--- config.mk ---
export PLATFORM = sky130hd
export DESIGN_NAME = mem_port_arbiter
export DESIGN_NICKNAME = d
export VERILOG_FILES = /design/src/rtl/mem_port_arbiter.sv
export SDC_FILE = /design/constraint.sdc
export NUM_CORES = 1
export LEC_CHECK = 0
export ABC_AREA = 1
export BUFFER_PORTS_ARGS = -buffer_cell sky130_fd_sc_hd__buf_2
export CELL_PAD_IN_SITES_DETAIL_PLACEMENT = 1
export CELL_PAD_IN_SITES_GLOBAL_PLACEMENT = 1
export CORE_MARGIN = 2
export CORE_UTILIZATION = 28
export DETAILED_ROUTE_END_ITERATION = 16
export PLACE_DENSITY = 0.83
export SYNTH_ARGS = -nofsm -noshare
export SYNTH_HDL_FRONTEND = slang
export SYNTH_SLANG_ARGS = --single-unit
--- constraint.sdc ---
create_clock -name clk -period 3 [get_ports clk]
set_clock_uncertainty 0.1 [all_clocks]
set_input_delay 0.3 -clock clk [delete_from_list [all_inputs] [get_ports clk]]
set_output_delay 0.3 -clock clk [all_outputs]
set_load 0.02 [all_outputs]
--- src/rtl/mem_port_arbiter.sv ---
// Non-pipelined arbiter sharing one single-port synchronous memory between fetch and data requesters.
// Optional fetch starvation guard enabled by defining ARB_STARVE_GUARD_EN.
module mem_port_arbiter #(
    parameter int ADDR_W     = 24,
    parameter int DATA_W     = 24,
    parameter int MEM_LAT    = 2,
    parameter int STARVE_MAX = 4
) (
    input  logic              clk,
    input  logic              reset,
    input  logic              if_req,
    input  logic [ADDR_W-1:0] if_addr,
    output logic              if_gnt,
    output logic              if_done,
    output logic [DATA_W-1:0] if_rdata,
    input  logic              dm_req,
    input  logic              dm_we,
    input  logic [ADDR_W-1:0] dm_addr,
    input  logic [DATA_W-1:0] dm_wdata,
    output logic              dm_gnt,
    output logic              dm_done,
    output logic [DATA_W-1:0] dm_rdata,
    output logic              mem_en,
    output logic              mem_we,
    output logic [ADDR_W-1:0] mem_addr,
    output logic [DATA_W-1:0] mem_wdata,
    input  logic [DATA_W-1:0] mem_rdata,
    output logic              stall_fetch,
    output logic              stall_mem
);

    typedef enum logic {IDLE = 1'b0, BUSY = 1'b1} state_t;

    localparam logic [3:0] LAT_LAST = 4'(MEM_LAT - 1);

    generate
        if (MEM_LAT < 1 || MEM_LAT > 15 || STARVE_MAX < 1 || STARVE_MAX > 15) begin : g_bad_param
            $error("mem_port_arbiter: MEM_LAT and STARVE_MAX must lie in 1..15");
        end
    endgenerate

    state_t            state_q, state_d;
    logic [3:0]        cnt_q, cnt_d;
    logic              owner_dm_q, owner_dm_d;
    logic              we_q, we_d;
    logic [ADDR_W-1:0] addr_q, addr_d;
    logic [DATA_W-1:0] wdata_q, wdata_d;
    logic              if_win, dm_win, force_if, last_cycle;

`ifdef ARB_STARVE_GUARD_EN
    localparam logic [3:0] STARVE_LIM = 4'(STARVE_MAX);
    logic [3:0] starve_q, starve_d;

    assign force_if = (starve_q == STARVE_LIM) && if_req && dm_req;
`else
    assign force_if = 1'b0;
`endif

    // Grants are decided only in IDLE and suppressed while reset is asserted.
    always_comb begin
        if_win = 1'b0;
        dm_win = 1'b0;
        if (state_q == IDLE && !reset) begin
            if (dm_req && !force_if) begin
                dm_win = 1'b1;
            end else if (if_req) begin
                if_win = 1'b1;
            end
        end
    end

    // NOTE: sequential state uses non-blocking assignments so every register samples pre-edge values.
    always_ff @(posedge clk) begin
        if (reset) begin
            state_q    <= IDLE;
            cnt_q      <= '0;
            owner_dm_q <= 1'b0;
            we_q       <= 1'b0;
            addr_q     <= '0;
            wdata_q    <= '0;
`ifdef ARB_STARVE_GUARD_EN
            starve_q   <= '0;
`endif
        end else begin
            state_q    <= state_d;
            cnt_q      <= cnt_d;
            owner_dm_q <= owner_dm_d;
            we_q       <= we_d;
            addr_q     <= addr_d;
            wdata_q    <= wdata_d;
`ifdef ARB_STARVE_GUARD_EN
            starve_q   <= starve_d;
`endif
        end
    end

    // NOTE: every combinational output gets a hold-value default first so no latch is inferred.
    always_comb begin
        state_d    = state_q;
        cnt_d      = cnt_q;
        owner_dm_d = owner_dm_q;
        we_d       = we_q;
        addr_d     = addr_q;
        wdata_d    = wdata_q;
        case (state_q)
            IDLE: begin
                if (if_win || dm_win) begin
                    state_d    = BUSY;
                    cnt_d      = LAT_LAST;
                    owner_dm_d = dm_win;
                    we_d       = dm_win && dm_we;
                    addr_d     = dm_win ? dm_addr : if_addr;
                    wdata_d    = dm_win ? dm_wdata : '0;
                end
            end
            BUSY: begin
                if (cnt_q == 4'd0) begin
                    state_d = IDLE;
                end else begin
                    cnt_d = cnt_q - 4'd1;
                end
            end
            default: state_d = IDLE;
        endcase
    end

`ifdef ARB_STARVE_GUARD_EN
    // Counts consecutive IDLE decisions that fetch lost while it was requesting.
    always_comb begin
        starve_d = starve_q;
        if (state_q == IDLE) begin
            if (if_win || !if_req) begin
                starve_d = '0;
            end else if (dm_win) begin
                starve_d = starve_q + 4'd1;
            end
        end
    end
`endif

    always_comb begin
        mem_en      = (state_q == BUSY);
        mem_we      = mem_en && we_q;
        mem_addr    = addr_q;
        mem_wdata   = wdata_q;
        if_gnt      = if_win;
        dm_gnt      = dm_win;
        last_cycle  = mem_en && (cnt_q == 4'd0) && !reset;
        if_done     = last_cycle && !owner_dm_q;
        dm_done     = last_cycle && owner_dm_q;
        if_rdata    = if_done ? mem_rdata : '0;
        dm_rdata    = (dm_done && !we_q) ? mem_rdata : '0;
        stall_fetch = if_req && !if_done;
        stall_mem   = dm_req && !dm_done;
    end

endmodule
==> results.cfg, run 1 <==
[status]
status = finished clean

[logic_synthesis]
synth_area_um2 = 2790
synthFlopType = dfxtp_1
yosys.area.top_type = dfxtp_1
ys_seq_elements = 55
synth_cell_types = 21
synth_top_area_share_pct = 39.5
synth_edf_count = 0
yosysSeqAreaShare_pct = 39.5
syn_area_per_cell_um2 = 6.50
async_reset_ff_share_pct = 0
synthCells = 429
yosys-top-cells-area = dfxtp_1 (40%), nand2_1 (16%), a21oi_1 (9.5%)
syn-num-nets = 531
synth-warning-count = 0
synth_most_common_cell = nand2_1
yosys-top-cells-count = nand2_1 (116), inv_1 (61), dfxtp_1 (55), a21oi_1 (53), nor2_1 (53)

[critical_path]
critical_path_class = register to output pin
required_ns = 2.60
worstPathMaxFanout = 24
startpoint_type = register
cp.arrival_ns = 2.05
regToRegSetupSlack_ns = 1.30
endpoint_kind = output pin

[power]
power_switching_w = 0.000527
leakagePower_nw = 2.29
power_density_nw_per_um2 = 424
switching_share_pct = 31.0
pwr-share-seq_pct = 47.0
comb_power_share_pct = 24.1
clock_power_share_pct = 28.8
intPower_w = 0.00117
vdd_drop_max_mv = 0.308
finalPower_w = 0.00170

[global_routing]
grt_max_degree = 54
grt_util_all_layers_pct = 17.8
grt_pass1_vias = 3381
grt_pass1_wl_um = 16100
grt-ovfl-total = 0
grt_antenna_before_repair = 0

[finish]
drive_gt1_share_pct = 36.6
final.fill_count = 1365
final_util_pct = 41.1
final_nets = 722
multiInputGateArea_um2 = 1320
num_antenna_cells = 0
seq_area_um2 = 1100
areaGrowthSynthToFinish_pct = 43.5

[clocking]
cts_max_level = 2
post_cts.repair.setup_buffers = 0
cts_sinks = 55
clockRootBuffer = clkbuf_8
numCtsBuffers = 5
clk_pin_slew_worst_paths_ns = 0.10
clockBufferDepth = 2
cts_tree = yes
ctsResizeCount = 0
holdBufCountCts = 0
clk_latency_ns = 0.30

[floorplanning]
dieArea_um2 = 10800
start_util_pct = 28.6
num_io_pins = 205
die_x_um = 104
dieHeight_um = 104
core_region_area_um2 = 9730
row_count = 36

[sta]
finalMaxSlewViolations = 0
hold_viol = 0
setup-violations-final = 0
rsz0062_at_grt = false
finalCriticalPeriod_ns = 2.45
setup_tns_ns = 0
relSlewSlack_pct = 61.9
finalCritPeriodShare_pct = 81.6
tightest_slew_ns = 0.572
max_freq_ghz = 0.409
setup_ws_ns = 0.553

[hold_path]
hp-class = input port to register

[detailed_routing]
firstDrtPassIters = 4
wl_per_cell_um = 13.0
vias = 3409
drt-total-wl_um = 9790
ant_nets = 0
drtIter0Drc = 88
drc_errors = 0
vias_per_cell = 4.53

[place]
port_buffers = 204
dp_hpwl_um = 7680
place.gp.congestion = 0.895
dpl_worst_slack_ns = 0.884

[flow_run]
maxCapViolCount = 0
final timing paths:
| kind | endpoint | cells after the start | startpoint |
|---|---|---|---|
| setup / recovery | dm_rdata[0] | 7 | cnt_q[0]$_SDFFE_PP0P_ |
| setup reg to reg | cnt_q[0]$_SDFFE_PP0P_ | 7 | mem_en$_SDFF_PP0_ |
| hold reg to reg | mem_addr[21]$_SDFFE_PP0P_ | 2 | mem_addr[21]$_SDFFE_PP0P_ |
| hold / removal | mem_wdata[11]$_SDFFE_PP0P_ | 3 | dm_wdata[11] |
registers in the layout, indices dropped and copies added (netlist names):
name	count
mem_addr	24
owner_dm_q	1
mem_wdata	24
cnt_q	4
mem_en	1
we_q	1
through the flow:
stage	hold slack (ns)	cells	instance area, um^2
after CTS	0.117	753	4000
final	0.129	753	4000
after detailed placement	0.355	746	3890
after floorplan	0.343	429	2790
after global placement	0.350	746	3890
after global routing	0.110	753	4000
layer usage:
metal / routed length, um / vias to the layer above / GRT usage, %
met3: 722 / 9 / 5.48
met1: 3860 / 1584 / 18.9
li1: - / 1691 / -
met5: 0 / - / 0
met2: 5080 / 125 / 34.5
met4: 126 / 0 / 3.47
kinds of logic after synthesis:
family,after synthesis,synth area share (%)
AOI/OAI and AO/OA,55,10.4
xor gates and xnor gates,1,0.314
adders and majority gates,1,0.449
buffers and inverters,90,13.2
DFF,55,39.5
and+or+nand+nor,227,36.2
layout by cell type, fill, tap and decap left out:
cell type   netlist  final
clkinvlp_4        0      1
nand2_2           2      2
nand3_2           1      1
a211oi_1          1      1
nor2_4            1      1
ha_1              1      1
nor3_4            1      1
a21oi_1          53     53
inv_2             3      3
o21ai_4           1      1
dfxtp_1          55     55
nand3b_1         23     23
bufinv_16         0      1
xor2_1            1      1
nor2_1           53     53
buf_4             4      6
buf_2            11    204
inv_1            61     61
nand3_1          29     29
clkbuf_8          0      5
nand2_1         116    116
nor2_2            1      1
critical path, cell delays in order (launching register included):
cell and delay [ns]:
dfxtp_1 0.33, inv_1 0.12, ha_1 0.20, nand2_1 0.11
nor3_4 0.18, nand3_2 0.40, nor2_1 0.22, buf_2 0.19
layout make-up:
type	instances	share of cell area (%)
Multi-Input combinational cell	284	33.0
Sequential cell	55	27.5
Timing Repair Buffer	210	26.7
Inverter	64	6.01
Tap cell	133	4.16
Clock buffer	5	1.72
Clock inverter	2	0.939
power groups by stage:
stage | Combinational, W | Sequential [W] | Clock, W
6_report | 0.000410 | 0.000798 | 0.000489
3_5_place_dp | 0.000414 | 0.000816 | 0
4_1_cts | 0.000415 | 0.000799 | 0.000510
5_1_grt | 0.000455 | 0.000804 | 0.000542
2_1_floorplan | 0.000202 | 0.000861 | 0
3_3_place_gp | 0.000402 | 0.000814 | 0
Power figures use the tool's default switching activity.
==> run 2: changes to the inputs <==
Settings changed: ABC_AREA 1 to 0, PLACE_DENSITY 0.83 to 0.78.
Clock period 3 ns to 2.3 ns, I/O delays scaled along.
==> run 2 against run 1 <==
Hold slack got worse by 0.080 ns. Critical path depth unchanged. Total power is 26% higher. Global-route usage is 0.36 points lower. Setup slack worse by 0.46 ns. Routed wire length increased by 4.8%. First-iteration DRC count is 36% higher. Design area up 3.7%. Sequential power rose by 32%. Synthesized cell count is 19% lower. Utilization increased by 0.95 points.
==> results.cfg, run 2 <==
[status]
status = finished clean

[clocking]
clk_pin_slew_worst_paths_ns = 0.11
cts_sinks = 55
numCtsBuffers = 5
cts_max_level = 2
cts_tree = yes
clockRootBuffer = clkbuf_8
clockBufferDepth = 2
clk_latency_ns = 0.31

[logic_synthesis]
yosysSeqAreaShare_pct = 38.3
synthFlopType = dfxtp_1
synth_cell_types = 38
syn_area_per_cell_um2 = 8.30
synth_edf_count = 0
ys_seq_elements = 55
synth_most_common_cell = dfxtp_1
synth_top_area_share_pct = 38.3
synth-warning-count = 0
yosys-top-cells-area = dfxtp_1 (38%), and2_1 (11%), o221a_2 (8.6%)
synth_area_um2 = 2870
async_reset_ff_share_pct = 0
yosys-top-cells-count = dfxtp_1 (55), and2_1 (50), a21oi_1 (49), nand2_1 (27), o21ai_0 (27)
yosys.area.top_type = dfxtp_1
synthCells = 346
syn-num-nets = 448

[place]
port_buffers = 204
place.gp.congestion = 0.796
dp_hpwl_um = 7790
dpl_worst_slack_ns = 0.358

[sta]
tightest_slew_ns = 0.653
rsz0062_at_grt = true
finalCriticalPeriod_ns = 2.21
finalCritPeriodShare_pct = 96.0
setup_ws_ns = 0.0921
timing.hold.ws_ns = 0.0490
hold_viol = 0
setup_tns_ns = 0
setup-violations-final = 0
max_freq_ghz = 0.453
finalMaxSlewViolations = 0
relSlewSlack_pct = 56.4

[detailed_routing]
wl_per_cell_um = 15.2
vias = 3209
vias_per_cell = 4.76
ant_nets = 0
firstDrtPassIters = 4
drtIter0Drc = 120
drc_errors = 0
drt-total-wl_um = 10300

[critical_path]
worstPathMaxFanout = 6
regToRegSetupSlack_ns = 0.45
endpoint_kind = output pin
critical_path_class = register to output pin
r2r-end = mem_addr[18]$_SDFFE_PP0P_
timing.rr.start = mem_en$_SDFF_PP0_
r2r_cells = 4
startpoint_type = register
cp.arrival_ns = 1.88
required_ns = 1.97

[finish]
num_antenna_cells = 0
drive_gt1_share_pct = 48.8
final.fill_count = 1253
final_nets = 642
seq_area_um2 = 1100
multiInputGateArea_um2 = 1580
areaGrowthSynthToFinish_pct = 44.4
final_common_cell = buf_2
layout_common_cells = buf_2 (198), dfxtp_1 (53), and2_1 (50)

[global_routing]
grt_util_all_layers_pct = 17.4
grt_pass1_vias = 3264
grt_pass1_wl_um = 15800
grt_max_degree = 31
grt-ovfl-total = 0
grt_antenna_before_repair = 1

[hold_path]
hp-class = input port to register
whs_path_depth = 3
holdPathEnd = mem_wdata[22]$_SDFFE_PP0P_
min_from = dm_wdata[22]

[floorplanning]
dieArea_um2 = 11100
dieHeight_um = 105
core_region_area_um2 = 9860
row_count = 36
die_x_um = 105
num_io_pins = 205
start_util_pct = 29.1

[power]
power_density_nw_per_um2 = 514
vdd_drop_max_mv = 0.296
leakagePower_nw = 2.08

[flow_run]
maxCapViolCount = 0
-- run 2: routing by layer --
layer	vias up	routed length [um]	track usage [%]
met1	1487	4060	18.7
met3	13	670	3.53
met4	0	174	5.24
met5	-	0	0
met2	129	5360	33.9
li1	1580	-	-
-- run 2: final cells by class --
| type | count | area share, % |
|---|---|---|
| multi-input cells | 252 | 38.1 |
| repair buffers | 221 | 28.7 |
| flip-flops and latches | 55 | 26.6 |
| well taps | 133 | 4.01 |
| clock buffers | 5 | 1.66 |
| clock inverters | 3 | 0.452 |
| inverters | 5 | 0.452 |
-- run 2: worst max-delay path by stage --
stage | startpoint | endpoint | slack, ns | cells after the start
after floorplan | mem_en$_SDFF_PP0_ | stall_mem | 0.35 | 4
after global placement | cnt_q[1]$_SDFFE_PP0P_ | dm_rdata[11] | 0.45 | 7
after detailed placement | cnt_q[0]$_SDFFE_PP0P_ | dm_rdata[14] | 0.36 | 7
after CTS | cnt_q[0]$_SDFFE_PP0P_ | dm_rdata[14] | 0.03 | 7
after global routing | cnt_q[1]$_SDFFE_PP0P_ | dm_rdata[1] | -0.04 | 7
final | cnt_q[1]$_SDFFE_PP0P_ | dm_rdata[7] | 0.09 | 7
-- run 2: cells by family after synthesis --
family / synth area share, %
buffers and inverters: 7.27
adders and majority gates: 0.435
DFF: 38.3
and+or+nand+nor: 29.0
AOI/OAI and AO/OA: 25.0
-- run 2: critical path, stage by stage (launching register included) --
cell	delay, ns
dfxtp_2	0.33
inv_2	0.08
ha_4	0.16
nand4bb_4	0.13
nor4b_4	0.39
buf_4	0.21
and2_1	0.14
buf_4	0.14
-- run 2: power by group --
| group | switching [W] | leakage (nW) | total (W) | internal, W |
|---|---|---|---|---|
| combinational | 0.000314 | 1.58 | 0.000546 | 0.000232 |
| clock | 0.000324 | 0.0483 | 0.000540 | 0.000215 |
| sequential | 0.0000350 | 0.451 | 0.00105 | 0.00101 |
| total | 0.000673 | 2.08 | 0.00213 | 0.00146 |
-- run 2: repair_timing --
action                     4_1_cts  5_1_grt
pin swaps                        0        2
setup endpoints to repair        1       48
resized for setup                1       21
buffers inserted                 0        3
hold buffers                     0        0
gates cloned                     0        2
-- run 2: stage by stage --
stage | area [um^2] | std cells | util (%) | power (W)
CTS | 4060 | 669 | 41.1 | 0.00215
global route | 4150 | 674 | 42.0 | 0.00227
floorplan | 2870 | 346 | - | 0.00139
detailed placement | 3970 | 661 | 40.2 | 0.00160
finish | 4150 | 674 | 42.0 | 0.00213
global placement | 3970 | 661 | 40.2 | 0.00159
